`config.mk`:
```
export PLATFORM = sky130hd
export DESIGN_NAME = seq_multiplier_n
export DESIGN_NICKNAME = d
export VERILOG_FILES = /design/src/rtl/mult_pkg.sv /design/src/rtl/mult_datapath.sv /design/src/rtl/seq_multiplier_n.sv
export SDC_FILE = /design/constraint.sdc
export NUM_CORES = 1
export LEC_CHECK = 0
export BUFFER_PORTS_ARGS = -buffer_cell sky130_fd_sc_hd__buf_2
export CAP_MARGIN = 20
export CORE_UTILIZATION = 56
export CTS_CLUSTER_DIAMETER = 40
export DETAILED_ROUTE_END_ITERATION = 16
export GPL_TIMING_DRIVEN = 0
export PLACE_DENSITY = 0.79
export SYNTH_ARGS = -nofsm -noshare
export SYNTH_HDL_FRONTEND = slang
export SYNTH_SLANG_ARGS = --single-unit
```
`constraint.sdc`:
```
create_clock -name Clk -period 2.6 [get_ports Clk]
set_input_delay 0.52 -clock Clk [delete_from_list [all_inputs] [get_ports Clk]]
set_output_delay 0.52 -clock Clk [all_outputs]
set_load 0.02 [all_outputs]
```
`src/rtl/mult_pkg.sv`:
```
// ----------------------------------------------------------------------------
// mult_pkg
// Shared definitions for the sequential shift-and-add multiplier.
//   - mult_state_e   : controller states (IDLE / RUN / DONE)
//   - MULT_WIDTH_MIN : smallest supported operand width
//   - MULT_WIDTH_MAX : largest supported operand width
// No ports; imported by seq_multiplier_n and mult_datapath.
// ----------------------------------------------------------------------------
package mult_pkg;

    localparam int MULT_WIDTH_MIN = 2;
    localparam int MULT_WIDTH_MAX = 32;

    typedef enum logic [1:0] {
        IDLE = 2'd0,
        RUN  = 2'd1,
        DONE = 2'd2
    } mult_state_e;

endpackage

```
`src/rtl/mult_datapath.sv`:
```
// ----------------------------------------------------------------------------
// mult_datapath
// Operand registers and one-iteration-per-cycle arithmetic for the sequential
// multiplier. S holds the multiplicand, {X,A,B} is the shifting partial
// product / multiplier register.
//
// Configuration macro: MULT_SIGNED_EN
//   defined   : two's complement operation, sign-extended adds, subtract on the
//               final iteration, arithmetic right shift (X replicated).
//   undefined : unsigned operation, carry into X, logical shift, no subtractor.
//
// Ports
//   Clk        in   clock, rising edge
//   Reset_n    in   asynchronous active-low reset, clears all registers
//   load_i     in   capture operands and clear A / X
//   step_i     in   perform one add-and-shift iteration
//   last_i     in   final iteration flag (signed build only)
//   mcand_i    in   multiplicand  [WIDTH-1:0]
//   mplier_i   in   multiplier    [WIDTH-1:0]
//   prodNext_o out  {A,B} as it will be after the current iteration's shift
// ----------------------------------------------------------------------------
module mult_datapath
    import mult_pkg::*;
#(
    parameter int WIDTH = 8
) (
    input  logic               Clk,
    input  logic               Reset_n,
    input  logic               load_i,
    input  logic               step_i,
`ifdef MULT_SIGNED_EN
    input  logic               last_i,
`endif
    input  logic [WIDTH-1:0]   mcand_i,
    input  logic [WIDTH-1:0]   mplier_i,
    output logic [2*WIDTH-1:0] prodNext_o
);

    logic [WIDTH-1:0] s_q;
    logic [WIDTH-1:0] a_q;
    logic [WIDTH-1:0] b_q;
    logic             x_q;

    logic [WIDTH-1:0] a_d;
    logic [WIDTH-1:0] b_d;
    logic             x_d;
    logic [WIDTH:0]   sum;

    // One iteration: conditionally add (or, signed final step, subtract) S
    // into {X,A} at WIDTH+1 bits, then shift {X,A,B} right by one. The bit
    // shifted into the top of X is the sign in the signed build and 0 otherwise.
    always_comb begin
        sum = {x_q, a_q};
        if (b_q[0]) begin
`ifdef MULT_SIGNED_EN
            if (last_i) begin
                sum = {a_q[WIDTH-1], a_q} - {s_q[WIDTH-1], s_q};
            end else begin
                sum = {a_q[WIDTH-1], a_q} + {s_q[WIDTH-1], s_q};
            end
`else
            sum = {1'b0, a_q} + {1'b0, s_q};
`endif
        end
`ifdef MULT_SIGNED_EN
        x_d = sum[WIDTH];
`else
        x_d = 1'b0;
`endif
        a_d = sum[WIDTH:1];
        b_d = {sum[0], b_q[WIDTH-1:1]};
    end

    assign prodNext_o = {a_d, b_d};

    // Load clears the accumulator so an aborted or previous operation leaves
    // no residue; otherwise registers advance only while stepping.
    always_ff @(posedge Clk or negedge Reset_n) begin
        if (!Reset_n) begin
            s_q <= '0;
            a_q <= '0;
            b_q <= '0;
            x_q <= 1'b0;
        end else if (load_i) begin
            s_q <= mcand_i;
            a_q <= '0;
            b_q <= mplier_i;
            x_q <= 1'b0;
        end else if (step_i) begin
            a_q <= a_d;
            b_q <= b_d;
            x_q <= x_d;
        end
    end

endmodule

```
`src/rtl/seq_multiplier_n.sv`:
```
// ----------------------------------------------------------------------------
// seq_multiplier_n
// Sequential WIDTH x WIDTH multiplier, one iteration per clock. A start seen in
// IDLE captures the operands; WIDTH RUN cycles later the result is loaded into
// the product register and done pulses for one cycle in DONE.
//
// Configuration macro: MULT_SIGNED_EN (two's complement when defined,
// unsigned otherwise; see mult_datapath).
//
// Ports
//   Clk      in   clock, rising edge
//   Reset_n  in   asynchronous active-low reset
//   start    in   begin a multiplication (only honoured in IDLE)
//   mcand    in   multiplicand [WIDTH-1:0]
//   mplier   in   multiplier   [WIDTH-1:0]
//   busy     out  high in RUN and DONE
//   done     out  one-cycle completion pulse (DONE state)
//   product  out  result [2*WIDTH-1:0], held until the next completion
// ----------------------------------------------------------------------------
module seq_multiplier_n
    import mult_pkg::*;
#(
    parameter int WIDTH = 8
) (
    input  logic               Clk,
    input  logic               Reset_n,
    input  logic               start,
    input  logic [WIDTH-1:0]   mcand,
    input  logic [WIDTH-1:0]   mplier,
    output logic               busy,
    output logic               done,
    output logic [2*WIDTH-1:0] product
);

    localparam int CntW = $clog2(WIDTH + 1);

    if (WIDTH < MULT_WIDTH_MIN || WIDTH > MULT_WIDTH_MAX) begin : gBadWidth
        $error("seq_multiplier_n: WIDTH out of supported range");
    end

    mult_state_e          state_q;
    logic [CntW-1:0]      cnt_q;
    logic                 busy_q;
    logic                 done_q;
    logic [2*WIDTH-1:0]   product_q;

    logic                 loadOps;
    logic                 stepOp;
    logic                 lastIter;
    logic [2*WIDTH-1:0]   prodNext;

    assign loadOps  = (state_q == IDLE) && start;
    assign stepOp   = (state_q == RUN);
    assign lastIter = (cnt_q == CntW'(WIDTH - 1));

    mult_datapath #(
        .WIDTH      (WIDTH)
    ) uDatapath (
        .Clk        (Clk),
        .Reset_n    (Reset_n),
        .load_i     (loadOps),
        .step_i     (stepOp),
`ifdef MULT_SIGNED_EN
        .last_i     (lastIter),
`endif
        .mcand_i    (mcand),
        .mplier_i   (mplier),
        .prodNext_o (prodNext)
    );

    // Controller: busy/done are registered alongside the state so they are
    // glitch-free. The product register is written only on the RUN->DONE edge,
    // taking the post-shift {A,B} of the final iteration.
    always_ff @(posedge Clk or negedge Reset_n) begin
        if (!Reset_n) begin
            state_q   <= IDLE;
            cnt_q     <= '0;
            busy_q    <= 1'b0;
            done_q    <= 1'b0;
            product_q <= '0;
        end else begin
            case (state_q)
                IDLE: begin
                    done_q <= 1'b0;
                    if (start) begin
                        state_q <= RUN;
                        cnt_q   <= '0;
                        busy_q  <= 1'b1;
                    end
                end
                RUN: begin
                    cnt_q <= cnt_q + CntW'(1);
                    if (lastIter) begin
                        state_q   <= DONE;
                        done_q    <= 1'b1;
                        product_q <= prodNext;
                    end
                end
                DONE: begin
                    state_q <= IDLE;
                    busy_q  <= 1'b0;
                    done_q  <= 1'b0;
                end
                default: begin
                    state_q <= IDLE;
                    busy_q  <= 1'b0;
                    done_q  <= 1'b0;
                end
            endcase
        end
    end

    assign busy    = busy_q;
    assign done    = done_q;
    assign product = product_q;

endmodule

```
==> summary.txt <==
Timing
  • Least-Margin Pin Slew: 0.502 ns
  • Final setup violation count: 0
  • Fmax: 497 MHz
  • Clk_skew: 0.00673 ns
  • Unrepaired setup endpoints after global routing: false
  • Slew Limit Fails: 0
  • Final worst-path cycle share: 77.4%
  • Setup_tns: 0 ns
  • Headroom to the max-slew limit: 66.6%
  • Final Hold Fails: 0
  • Tmin final: approximately 2.0 ns

Floorplan
  • Initial Utilization: 58.1%
  • Die Ht: between 60 and 70 um
  • Top Ports: 37
  • Die width: between 60 and 70 um
  • Placement Rows: 23
  • Total core area: 4000 sq um
  • Area of the die: 4410 sq um

Min path
  • HP Class: input pin to async pin

Pwr
  • Cell Pwr Density: 1200 nW/um^2
  • Worst IR Drop VDD: 0.712 mV
  • Leakage power: 1.33 nW

Layout
  • Antenna diodes: 0
  • Post-layout util: 66.6%
  • Area delta synth->final: 14.6%
  • Final Instance Area: 2660 sq um
  • Layout net count: 320
  • Share of cells above drive strength 1: 18.6%

Detailed routing
  • Vias/cell: 5.26
  • DRC violations left: 0
  • Detail Route Antenna Nets: 0
  • Drt first pass iters: 4
  • WL final: 4670 um
  • Vias: 1793
  • 1st-iter DRT viols: 142
  • Drt wl/cell: 13.7 um

Clock tree
  • Clk sink count: 48
  • CTS tree: done
  • Worst skew pair latency: 0.30 ns
  • Clock-pin slew on the worst setup and hold paths: 0.08 ns
  • Root Buffer: clkbuf_8
  • Hold buffer count at CTS: 0
  • CTS Buf Count: 5
  • H-tree Lvls: 2
  • Cts repair resizes: 0
  • Setup bufs post-CTS: 0
  • Clock buffer depth: 2

Worst setup path
  • Bufs and invs on worst path: 1
  • Reg2Reg Depth: 8
  • Kind of critical path: flop to flop
  • Critical path launch point type: flop
  • Critical path, cell by cell: ha_1 > inv_1 > fa_1 > nand2b_1 > a21oi_1 > o21ai_0 > nor3b_1 > o31ai_1
  • Element type at the critical path end: flop
  • Critical path depth: 8
  • Critical R2R Launch: uDatapath.a_q[0]
  • CP Max Fanout: 3
  • Worst R2R Setup Slack: about 0.6 ns
  • Worst EP required: between 2 and 3 ns
  • Slowest cell on the critical path: fa_1
  • Worst EP arrival: 2.22 ns
  • Reg-to-Reg End: product[15]
  • Critical path's top delay family: adder cells
  • CP peak stage delay: 0.39 ns

Global route
  • First-pass GRT wire length: just under 8000 um
  • GRT Util Overall: between 20 and 25%
  • Largest net degree at the start of global routing: between 40 and 50
  • Initial antenna violation count: 0
  • Number of global-route vias before repair: approximately 1700
  • GRT overflow: 0

Placed design
  • Global placer's final weighted congestion: approximately 0.84
  • Final HPWL DP: around 3300 um
  • I/O Buffers: 36
  • Area after DPL: 2570 sq um

Synthesis
  • Ys Warns: 0
  • Synth top area share: between 50% and 60%
  • Number of synthesized flops with an enable pin: 0
  • Area contributors post-synth: dfrtp_1 (52%), nand2_1 (10%), o21ai_0 (7.3%)
  • Seq cells post-synth: 48
  • Mean Syn Cell Area: between 9 and 10 sq um
  • Count leader, synth: nand2_1
  • Top post-synthesis cells by count: nand2_1 (64), dfrtp_1 (48), o21ai_0 (34), a21oi_1 (13)
  • Post-synth ARST share: 100%
  • Sequential-to-total area share from yosys stat: 51.7%
  • Synth area leader: dfrtp_1
  • Synth unique cells: 36
  • Cell area after synthesis: 2320 sq um
  • Post-Syn Nets: 276
  • Main synth FF type: dfrtp_1
  • Synth Instances: 247

Run
  • Number of max-cap violations: 0

Run status
  • Run status: completed
## final cells by class
cell class | instances | area (sq um)
fill | 338 | 1340
sequential | 48 | 1200
multi-input combinational | 181 | 1020
timing repair buffer | 37 | 200
buffer | 12 | 75.1
clock buffer | 6 | 72.6
tap | 50 | 62.6
inverter | 6 | 22.5
clock inverter | 1 | 5.00
## cells by family after synthesis
logic type | count (synthesis) | synth area share (%)
AND/OR/NAND/NOR | 96 | 18.4
buffers and inverters | 18 | 4.20
flip-flops | 48 | 51.7
adder cells (fa/ha/maj) | 10 | 5.71
XOR/XNOR | 3 | 1.13
multiplexers | 5 | 2.15
AO/OA/AOI/OAI | 67 | 16.7
## worst max path at each step
stage | from | to | slack [ns]
after global routing | uDatapath.a_q[0] | product[15] | 0.39
after floorplan | uDatapath.a_q[0] | product[15] | 0.79
after detailed placement | uDatapath.a_q[0] | uDatapath.a_q[7] | 0.61
final | uDatapath.a_q[0] | product[15] | 0.59
after global placement | uDatapath.a_q[0] | product[15] | 0.65
after CTS | uDatapath.a_q[0] | uDatapath.a_q[7] | 0.61
## layer usage
metal  global-route usage (%)  vias to the layer above  routed length (um)
met2                     36.4                       45                2020
met4                     9.57                        0                  73
met1                     34.6                      819                2360
met3                     5.17                        5                 215
met5                        0                        -                   0
li1                         -                      924                   -
## state kept, by name, summed over array words and instances, names as in the netlist
| signal | count |
|---|---|
| busy | 1 |
| cnt_q | 4 |
| done | 1 |
| product | 16 |
| state_q | 2 |
| uDatapath.a_q | 8 |
| uDatapath.b_q | 8 |
| uDatapath.s_q | 8 |
## per-stage QoR
stage	worst slack (ns)	power (mW)	hold slack, ns	instances
floorplan	0.789	2.36	0.224	247
detailed placement	0.609	2.79	0.457	333
finish	0.589	3.20	0.154	341
global placement	0.649	2.73	0.453	333
global route	0.393	3.48	0.175	341
CTS	0.611	3.21	0.395	340
## report_power, final
part	internal (mW)	switching, mW	leakage, nW	total [mW]
registers	1.08	0.225	0.600	1.31
clock network	0.183	0.237	0.0410	0.420
logic	0.602	0.878	0.692	1.48
total	1.86	1.34	1.33	3.20
## worst register-to-register path, delay by kind of cell, from the launching register on
kind	cells	cell delay [ns]
compound gates	3	0.51
fa+ha+maj	2	0.60
buf+inv	1	0.07
simple gates	2	0.36
flops	1	0.38
## cells in the final DEF, fill, tap and decap left out, types with 2 or more instances in the layout
| master | n |
|---|---|
| a22oi_1 | 6 |
| mux2i_1 | 5 |
| xnor2_1 | 2 |
| a21oi_1 | 13 |
| inv_1 | 6 |
| clkbuf_8 | 5 |
| clkbuf_1 | 3 |
| or3_1 | 2 |
| and2b_1 | 5 |
| o211ai_1 | 2 |
| o31ai_1 | 2 |
| buf_2 | 39 |
| nor3_1 | 2 |
| nand2b_1 | 4 |
| nor2_1 | 9 |
| nand2_1 | 64 |
| o21ai_0 | 34 |
| a31oi_1 | 3 |
| ha_1 | 9 |
| nor2b_1 | 5 |
| dfrtp_1 | 48 |
| a21o_1 | 2 |
| buf_4 | 5 |
No activity file was read; power rests on OpenSTA's default activity.
